**src/rtl/turn_sched_pkg.sv**
```systemverilog
// Shared definitions for the turn scheduler: field widths and FSM state encoding.
package turn_sched_pkg;

    localparam int SCORE_W = 4;
    localparam int ROUND_W = 4;
    localparam int SEC_W   = 4;
    localparam int PID_W   = 3;

    typedef enum logic [2:0] {
        ST_IDLE  = 3'd0,
        ST_TURN  = 3'd1,
        ST_CHECK = 3'd2,
        ST_NEXT  = 3'd3,
        ST_DONE  = 3'd4
    } state_t;

endpackage

```
**src/rtl/turn_sched_if.sv**
```systemverilog
// Bundle between the player-side inputs/verifier and the turn scheduler.
interface turn_sched_if #(parameter int NUM_PLAYERS = 4);
    import turn_sched_pkg::*;

    // Handshake: every input strobe (start, req, one_sec, match_valid) is a
    // single-cycle pulse sampled on posedge clk with no ready/backpressure;
    // match is only meaningful in a cycle where match_valid is high.
    logic                           start;
    logic [NUM_PLAYERS-1:0]         req;
    logic                           one_sec;
    logic                           match_valid;
    logic                           match;

    logic [NUM_PLAYERS-1:0]         grant;
    logic                           load_en;
    logic                           clear_load;
    logic [PID_W-1:0]               cur_player;
    logic [ROUND_W-1:0]             round_num;
    logic [SEC_W-1:0]               secs_left;
    logic [SCORE_W*NUM_PLAYERS-1:0] scores;
    logic                           game_over;
    logic [PID_W-1:0]               winner;
    state_t                         state;

    modport master (
        output start, req, one_sec, match_valid, match,
        input  grant, load_en, clear_load, cur_player, round_num, secs_left,
               scores, game_over, winner, state
    );

    modport slave (
        input  start, req, one_sec, match_valid, match,
        output grant, load_en, clear_load, cur_player, round_num, secs_left,
               scores, game_over, winner, state
    );

endinterface

```
**src/rtl/turn_sched_timer.sv**
```systemverilog
// Per-turn seconds counter: loads TURN_SECS, counts down on ticks unless held.
module turn_timer
    import turn_sched_pkg::*;
#(
    parameter int TURN_SECS = 9
) (
    input  logic             clk,
    input  logic             rst,
    input  logic             load,
    input  logic             tick,
    input  logic             hold,
    output logic [SEC_W-1:0] secs_left,
    output logic             expire
);

    assign expire = tick && !hold && (secs_left == SEC_W'(1));

    always_ff @(posedge clk or posedge rst) begin
        if (rst) begin
            secs_left <= '0;
        end else if (load) begin
            secs_left <= SEC_W'(TURN_SECS);
        end else if (tick && !hold && (secs_left != '0)) begin
            secs_left <= secs_left - SEC_W'(1);
        end
    end

endmodule

```
**src/rtl/turn_sched.sv**
```systemverilog
// Round-robin turn scheduler sharing one guess datapath among NUM_PLAYERS,
// with timed turns, per-player saturating scores and winner selection.
module turn_sched
    import turn_sched_pkg::*;
#(
    parameter int NUM_PLAYERS = 4,
    parameter int TURN_SECS   = 9,
    parameter int MAX_ROUNDS  = 3,
    parameter int WIN_SCORE   = 15
) (
    input  logic         clk,
    input  logic         rst,
    turn_sched_if.slave  bus
);

    localparam logic [NUM_PLAYERS-1:0] FIRST_GRANT = NUM_PLAYERS'(1);

    state_t                         state;
    logic [NUM_PLAYERS-1:0]         grant_q;
    logic [PID_W-1:0]               cur_q;
    logic [ROUND_W-1:0]             round_q;
    logic [SCORE_W*NUM_PLAYERS-1:0] scores_q;
    logic                           load_en_q;
    logic                           clear_q;
    logic                           over_q;
    logic [PID_W-1:0]               winner_q;

    logic                           tmr_load;
    logic                           tmr_hold;
    logic                           expire;
    logic [SEC_W-1:0]               secs;

    logic                           granted_req;
    logic                           any_win;
    logic [PID_W-1:0]               best_pid;
    logic [SCORE_W-1:0]             best_score;
    logic [SCORE_W-1:0]             cur_score;
    logic                           last_turn;

    // The timer reloads while NEXT is shown, so the following turn opens at TURN_SECS.
    always_comb begin
        tmr_load = (state == ST_NEXT) ||
                   (((state == ST_IDLE) || (state == ST_DONE)) && bus.start);
        tmr_hold = (state != ST_TURN);
    end

    turn_timer #(.TURN_SECS(TURN_SECS)) u_timer (
        .clk       (clk),
        .rst       (rst),
        .load      (tmr_load),
        .tick      (bus.one_sec),
        .hold      (tmr_hold),
        .secs_left (secs),
        .expire    (expire)
    );

    // Strict '>' keeps the lowest index on ties.
    always_comb begin
        best_pid   = '0;
        best_score = scores_q[SCORE_W-1:0];
        any_win    = (scores_q[SCORE_W-1:0] >= SCORE_W'(WIN_SCORE));
        for (int i = 1; i < NUM_PLAYERS; i++) begin
            if (scores_q[i*SCORE_W +: SCORE_W] > best_score) begin
                best_score = scores_q[i*SCORE_W +: SCORE_W];
                best_pid   = PID_W'(i);
            end
            if (scores_q[i*SCORE_W +: SCORE_W] >= SCORE_W'(WIN_SCORE)) begin
                any_win = 1'b1;
            end
        end
    end

    always_comb begin
        granted_req = |(bus.req & grant_q);
        cur_score   = scores_q[cur_q*SCORE_W +: SCORE_W];
        last_turn   = (cur_q == PID_W'(NUM_PLAYERS - 1)) &&
                      (round_q == ROUND_W'(MAX_ROUNDS));
    end

    always_ff @(posedge clk or posedge rst) begin
        if (rst) begin
            state     <= ST_IDLE;
            grant_q   <= '0;
            cur_q     <= '0;
            round_q   <= '0;
            scores_q  <= '0;
            load_en_q <= 1'b0;
            clear_q   <= 1'b0;
            over_q    <= 1'b0;
            winner_q  <= '0;
        end else begin
            load_en_q <= 1'b0;
            clear_q   <= 1'b0;
            case (state)
                ST_IDLE, ST_DONE: begin
                    if (bus.start) begin
                        clear_q  <= 1'b1;
                        scores_q <= '0;
                        cur_q    <= '0;
                        round_q  <= ROUND_W'(1);
                        over_q   <= 1'b0;
                        winner_q <= '0;
                        grant_q  <= FIRST_GRANT;
                        state    <= ST_TURN;
                    end
                end
                ST_TURN: begin
                    // A granted press beats a tick expiring in the same cycle.
                    if (granted_req) begin
                        load_en_q <= 1'b1;
                        state     <= ST_CHECK;
                    end else if (expire) begin
                        grant_q <= '0;
                        clear_q <= 1'b1;
                        state   <= ST_NEXT;
                    end
                end
                ST_CHECK: begin
                    if (bus.match_valid) begin
                        if (bus.match && (cur_score != '1)) begin
                            scores_q[cur_q*SCORE_W +: SCORE_W] <= cur_score + SCORE_W'(1);
                        end
                        grant_q <= '0;
                        clear_q <= 1'b1;
                        state   <= ST_NEXT;
                    end
                end
                ST_NEXT: begin
                    if (any_win || last_turn) begin
                        over_q   <= 1'b1;
                        winner_q <= best_pid;
                        state    <= ST_DONE;
                    end else if (cur_q == PID_W'(NUM_PLAYERS - 1)) begin
                        round_q <= round_q + ROUND_W'(1);
                        cur_q   <= '0;
                        grant_q <= FIRST_GRANT;
                        state   <= ST_TURN;
                    end else begin
                        cur_q   <= cur_q + PID_W'(1);
                        grant_q <= FIRST_GRANT << (cur_q + PID_W'(1));
                        state   <= ST_TURN;
                    end
                end
                default: state <= ST_IDLE;
            endcase
        end
    end

    assign bus.grant      = grant_q;
    assign bus.load_en    = load_en_q;
    assign bus.clear_load = clear_q;
    assign bus.cur_player = cur_q;
    assign bus.round_num  = round_q;
    assign bus.secs_left  = secs;
    assign bus.scores     = scores_q;
    assign bus.game_over  = over_q;
    assign bus.winner     = winner_q;
    assign bus.state      = state;

endmodule
```
**src/flat_wrapper.sv**
```systemverilog
// flat-port wrapper written by rule: the top's interface ports become plain ports
module turn_sched_flat import turn_sched_pkg::*;
#(
    parameter int NUM_PLAYERS = 4,
    parameter int TURN_SECS   = 9,
    parameter int MAX_ROUNDS  = 3,
    parameter int WIN_SCORE   = 15
)
  (clk, rst, bus_start, bus_req, bus_one_sec, bus_match_valid, bus_match, bus_grant, bus_load_en, bus_clear_load, bus_cur_player, bus_round_num, bus_secs_left, bus_scores, bus_game_over, bus_winner, bus_state);
  turn_sched_if #(.NUM_PLAYERS(NUM_PLAYERS)) bus_i ();
  input  logic clk;
  input  logic rst;
  input wire logic [$bits(bus_i.start)-1:0] bus_start;
  input wire logic [$bits(bus_i.req)-1:0] bus_req;
  input wire logic [$bits(bus_i.one_sec)-1:0] bus_one_sec;
  input wire logic [$bits(bus_i.match_valid)-1:0] bus_match_valid;
  input wire logic [$bits(bus_i.match)-1:0] bus_match;
  output wire logic [$bits(bus_i.grant)-1:0] bus_grant;
  output wire logic [$bits(bus_i.load_en)-1:0] bus_load_en;
  output wire logic [$bits(bus_i.clear_load)-1:0] bus_clear_load;
  output wire logic [$bits(bus_i.cur_player)-1:0] bus_cur_player;
  output wire logic [$bits(bus_i.round_num)-1:0] bus_round_num;
  output wire logic [$bits(bus_i.secs_left)-1:0] bus_secs_left;
  output wire logic [$bits(bus_i.scores)-1:0] bus_scores;
  output wire logic [$bits(bus_i.game_over)-1:0] bus_game_over;
  output wire logic [$bits(bus_i.winner)-1:0] bus_winner;
  output wire logic [$bits(bus_i.state)-1:0] bus_state;
  assign bus_i.start = bus_start;
  assign bus_i.req = bus_req;
  assign bus_i.one_sec = bus_one_sec;
  assign bus_i.match_valid = bus_match_valid;
  assign bus_i.match = bus_match;
  assign bus_grant = bus_i.grant;
  assign bus_load_en = bus_i.load_en;
  assign bus_clear_load = bus_i.clear_load;
  assign bus_cur_player = bus_i.cur_player;
  assign bus_round_num = bus_i.round_num;
  assign bus_secs_left = bus_i.secs_left;
  assign bus_scores = bus_i.scores;
  assign bus_game_over = bus_i.game_over;
  assign bus_winner = bus_i.winner;
  assign bus_state = bus_i.state;
  turn_sched #(.NUM_PLAYERS(NUM_PLAYERS), .TURN_SECS(TURN_SECS), .MAX_ROUNDS(MAX_ROUNDS), .WIN_SCORE(WIN_SCORE)) u_core (.clk(clk), .rst(rst), .bus(bus_i));
endmodule
```
**config.mk**
```make
export PLATFORM = sky130hd
export DESIGN_NAME = turn_sched_flat
export DESIGN_NICKNAME = d
export VERILOG_FILES = /design/src/rtl/turn_sched_pkg.sv /design/src/rtl/turn_sched_if.sv /design/src/rtl/turn_sched_timer.sv /design/src/rtl/turn_sched.sv /design/src/flat_wrapper.sv
export SDC_FILE = /design/constraint.sdc
export NUM_CORES = 1
export LEC_CHECK = 0
export BUFFER_PORTS_ARGS = -buffer_cell sky130_fd_sc_hd__buf_4
export CAP_MARGIN = 40
export CORE_MARGIN = 10
export CORE_UTILIZATION = 55
export DETAILED_ROUTE_END_ITERATION = 8
export GPL_ROUTABILITY_DRIVEN = 0
export HOLD_SLACK_MARGIN = 0.02
export MAX_ROUTING_LAYER = met4
export PLACE_DENSITY_LB_ADDON = 0.08
export SLEW_MARGIN = 10
export SYNTH_ARGS = -nofsm -noshare
export SYNTH_HDL_FRONTEND = slang
export SYNTH_HIERARCHICAL = 1
export SYNTH_SLANG_ARGS = --single-unit
```
**constraint.sdc**
```tcl
create_clock -name clk -period 8 [get_ports clk]
set_input_delay 1.6 -clock clk [delete_from_list [all_inputs] [get_ports clk]]
set_output_delay 1.6 -clock clk [all_outputs]
set_load 0.01 [all_outputs]
```
==> flow_summary.json <==
{
  "leakage_nw": 1.49,
  "r2r-start": "u_core/bus.scores[4]",
  "hold_class": "reg -> reg",
  "ant_nets": 0,
  "ys_seq_elements": 39,
  "fin_cells": 411,
  "drc": 0,
  "via_per_inst": 5.91,
  "fin_setup_tns_ns": 0,
  "vias": 2431,
  "cts_made_buffers": 5,
  "wl_mm": 6.97,
  "htreeDepth": 2,
  "cts_resized": 0,
  "synth_mux_area_share_pct": 7.84,
  "synth_top_family_by_area": "simple AND/OR/NAND/NOR gates",
  "powerDensity_nw_per_um2": 251,
  "seq_area_frac_synth_pct": 36.6,
  "final_cell_area_sq_um": 3200,
  "ios": 50,
  "path_max_fanout": 8,
  "cts_hold_buf": 0,
  "grt_use_total_pct": 19.0,
  "die_x_um": 89.6,
  "fin_crit_ns": 4.46,
  "hold_path_end": "u_core/bus.game_over",
  "antenna_found_initial": 0,
  "preCtsSetupSlack_ns": 3.61,
  "grt_start_max_net_pins": 36,
  "postSynthAreaPerCell_sq_um": 9.12,
  "setup_viol": 0,
  "synth_enable_flop_cells": 0,
  "worstReg2RegEnd": "u_core/bus.winner[0]",
  "wl_per_cell_um": 16.9,
  "drive_gt1_share_pct": 21.8,
  "peakVddDrop_mv": 0.138,
  "cap_violations": 0,
  "dp_hpwl_mm": 5.43,
  "timing.final.crit_share_pct": 55.7,
  "worstSkewPairLatency_ns": 0.29,
  "clkTransAtPathRegs_ns": 0.08,
  "hold_violations": 0,
  "min_path_cells": 2,
  "grt_first_pass_wirelength_mm": 11.7,
  "yosysUniqueCellTypes": 56,
  "endpoint_kind": "flip-flop",
  "port_buffers": 48,
  "grt_pass1_vias": 2425,
  "synth_xor_area_share_pct": 0.329,
  "start_util_pct": 56.4,
  "required_ns": 8.18,
  "cp-start-kind": "flip-flop",
  "maxSlewViolCount": 0,
  "cts_setup_buffers": 0,
  "layout.nets": 378,
  "dpl_cell_area_sq_um": 3080,
  "core_area_sq_um": 4720,
  "fin_skew_ns": 0.00488,
  "postLayoutCoreUtil_pct": 67.8,
  "placed_cells": 403,
  "ys_warn_count": 6,
  "fmax_ghz": 0.224,
  "drtPass1Iterations": 6,
  "layout_setup_ws_ns": 3.54,
  "critPathKind": "reg -> reg",
  "area_growth_pct": 20.2,
  "drt_iter0_drc": 255,
  "grt_overflow": 0,
  "relSlewSlack_pct": 50.7,
  "syn_nets": 327,
  "ff2ff_path_depth": 18,
  "ys.flop_type": "dfrtp_1",
  "outcome": "complete, no violations",
  "root_buffer": "clkbuf_8",
  "clockBufferDepth": 2,
  "tightest_slew_ns": 0.735,
  "die_h_um": 89.6,
  "worstPathArrival_ns": 4.64,
  "die_area_sq_um": 8030,
  "synthCells": 292,
  "rsz0062_at_grt": "no",
  "placement_rows": 25,
  "yosys.area_share.simple_pct": 21.0,
  "synth-compound-area-share_pct": 16.9,
  "hold_start": "u_core/bus.game_over",
  "rrSetupSlack_ns": 3.54,
  "clock_sinks": 39,
  "fill_cells": 417,
  "antennaDiodeCount": 0,
  "synthAdderAreaFrac_pct": 11.7,
  "cts_tree": "built",
  "post_synth_instance_area_sq_um": 2660,
  "ys_async_sr_fraction_pct": 100
}
-- synthesized netlist by cell type (all sizes together) (2+ instances only) --
library cell  count  area (sq um)
nand2            23          86.3
clkbuf            2          7.51
nor2             25          93.8
dfrtp            39           976
ha               25           313
o2bb2ai           2          17.5
a31oi             2          12.5
a22o              7          61.3
a32o              5          50.1
mux2i             7          70.1
nor2b             8          50.1
nand3            16          80.1
mux2              6          67.6
o21ai            23           123
nor3              7          40.0
and2              2          12.5
nor4              2          12.5
buf               4          28.8
mux4              3          71.3
or4               2          18.8
nand4             7          43.8
inv              28           105
nand2b            6          45.0
a21oi            16          80.1
and3              2          17.5
o21a              2          15.0
-- worst max-delay path, stage by stage (launching register included) --
cell and delay (ns):
dfrtp_1 0.46, inv_1 0.07, ha_1 0.28, nand4_1 0.08
o21ai_0 0.08, a21oi_1 0.47, mux2_2 0.43, ha_1 0.27
nand4_1 0.07, o21ai_0 0.09, a21oi_1 0.43, mux2_2 0.40
ha_1 0.28, nor2b_1 0.14, o21a_1 0.16, o21a_1 0.15
o21ai_0 0.18, o21ai_0 0.12, a22o_1 0.19
-- stage by stage --
step,power [mW],hold WS (ns)
after floorplan,0.517,0.535
after global placement,0.630,0.484
after detailed placement,0.637,0.492
after CTS,0.809,0.509
after global routing,0.871,0.537
final,0.805,0.500
-- registers in the layout, indices dropped and copies added, names as in the netlist --
register,count
u_core/bus.grant,4
u_core/bus.game_over,1
u_core/bus.state,3
u_core/u_timer/secs_left,4
u_core/bus.round_num,4
u_core/bus.load_en,1
u_core/bus.scores,16
u_core/bus.cur_player,3
u_core/bus.winner,2
u_core/bus.clear_load,1
-- final cells by class --
class                           instances  area, sq um  area share [%]
Clock inverter                          2         35.0            1.09
Timing Repair Buffer                   50          373            11.6
Multi-Input combinational cell        218         1540            48.2
Clock buffer                            6         82.6            2.58
Sequential cell                        39          976            30.5
Tap cell                               67         83.8            2.62
Inverter                               29          109            3.40
-- how the worst max path moves through the flow --
stage	startpoint	to	slack, ns	cells after the start
floorplan	u_core/bus.scores[1]	u_core/bus.winner[0]	3.92	18
global placement	u_core/bus.scores[1]	u_core/bus.winner[0]	3.73	18
detailed placement	u_core/bus.scores[2]	u_core/bus.winner[0]	3.61	18
CTS	u_core/bus.scores[2]	u_core/bus.winner[0]	3.58	18
global route	u_core/bus.scores[1]	u_core/bus.winner[0]	3.17	19
finish	u_core/bus.scores[4]	u_core/bus.winner[0]	3.54	18
-- cells in the final DEF (no fill, tap or decap), types with 8 or more instances in the layout --
master / count
nand3_1: 16
ha_1: 25
nor2_1: 25
dfrtp_1: 39
inv_1: 28
a21oi_1: 16
nand2_1: 23
o21ai_0: 19
nor2b_1: 8
buf_4: 49
-- metal layers --
metal / routed length [um] / GRT usage [%] / vias up
li1: - / - / 1154
met1: 3010 / 24.6 / 1169
met2: 3280 / 29.0 / 100
met3: 613 / 4.96 / 8
met4: 66 / 4.48 / 0
met5: 0 / - / -
-- where the power goes --
part / leakage [nW] / switching, mW / internal, mW
clock: 0.0612 / 0.0686 / 0.101
combinational: 0.905 / 0.184 / 0.154
sequential: 0.520 / 0.0646 / 0.233
total: 1.49 / 0.318 / 0.488
-- logic make-up after synthesis --
group | Yosys count
buffers and inverters | 35
adders and majority gates | 25
and+or+nand+nor | 107
other | 1
DFF | 39
AOI/OAI and AO/OA | 68
muxes | 16
xor gates and xnor gates | 1
No activity file was read; power rests on OpenSTA's default activity.
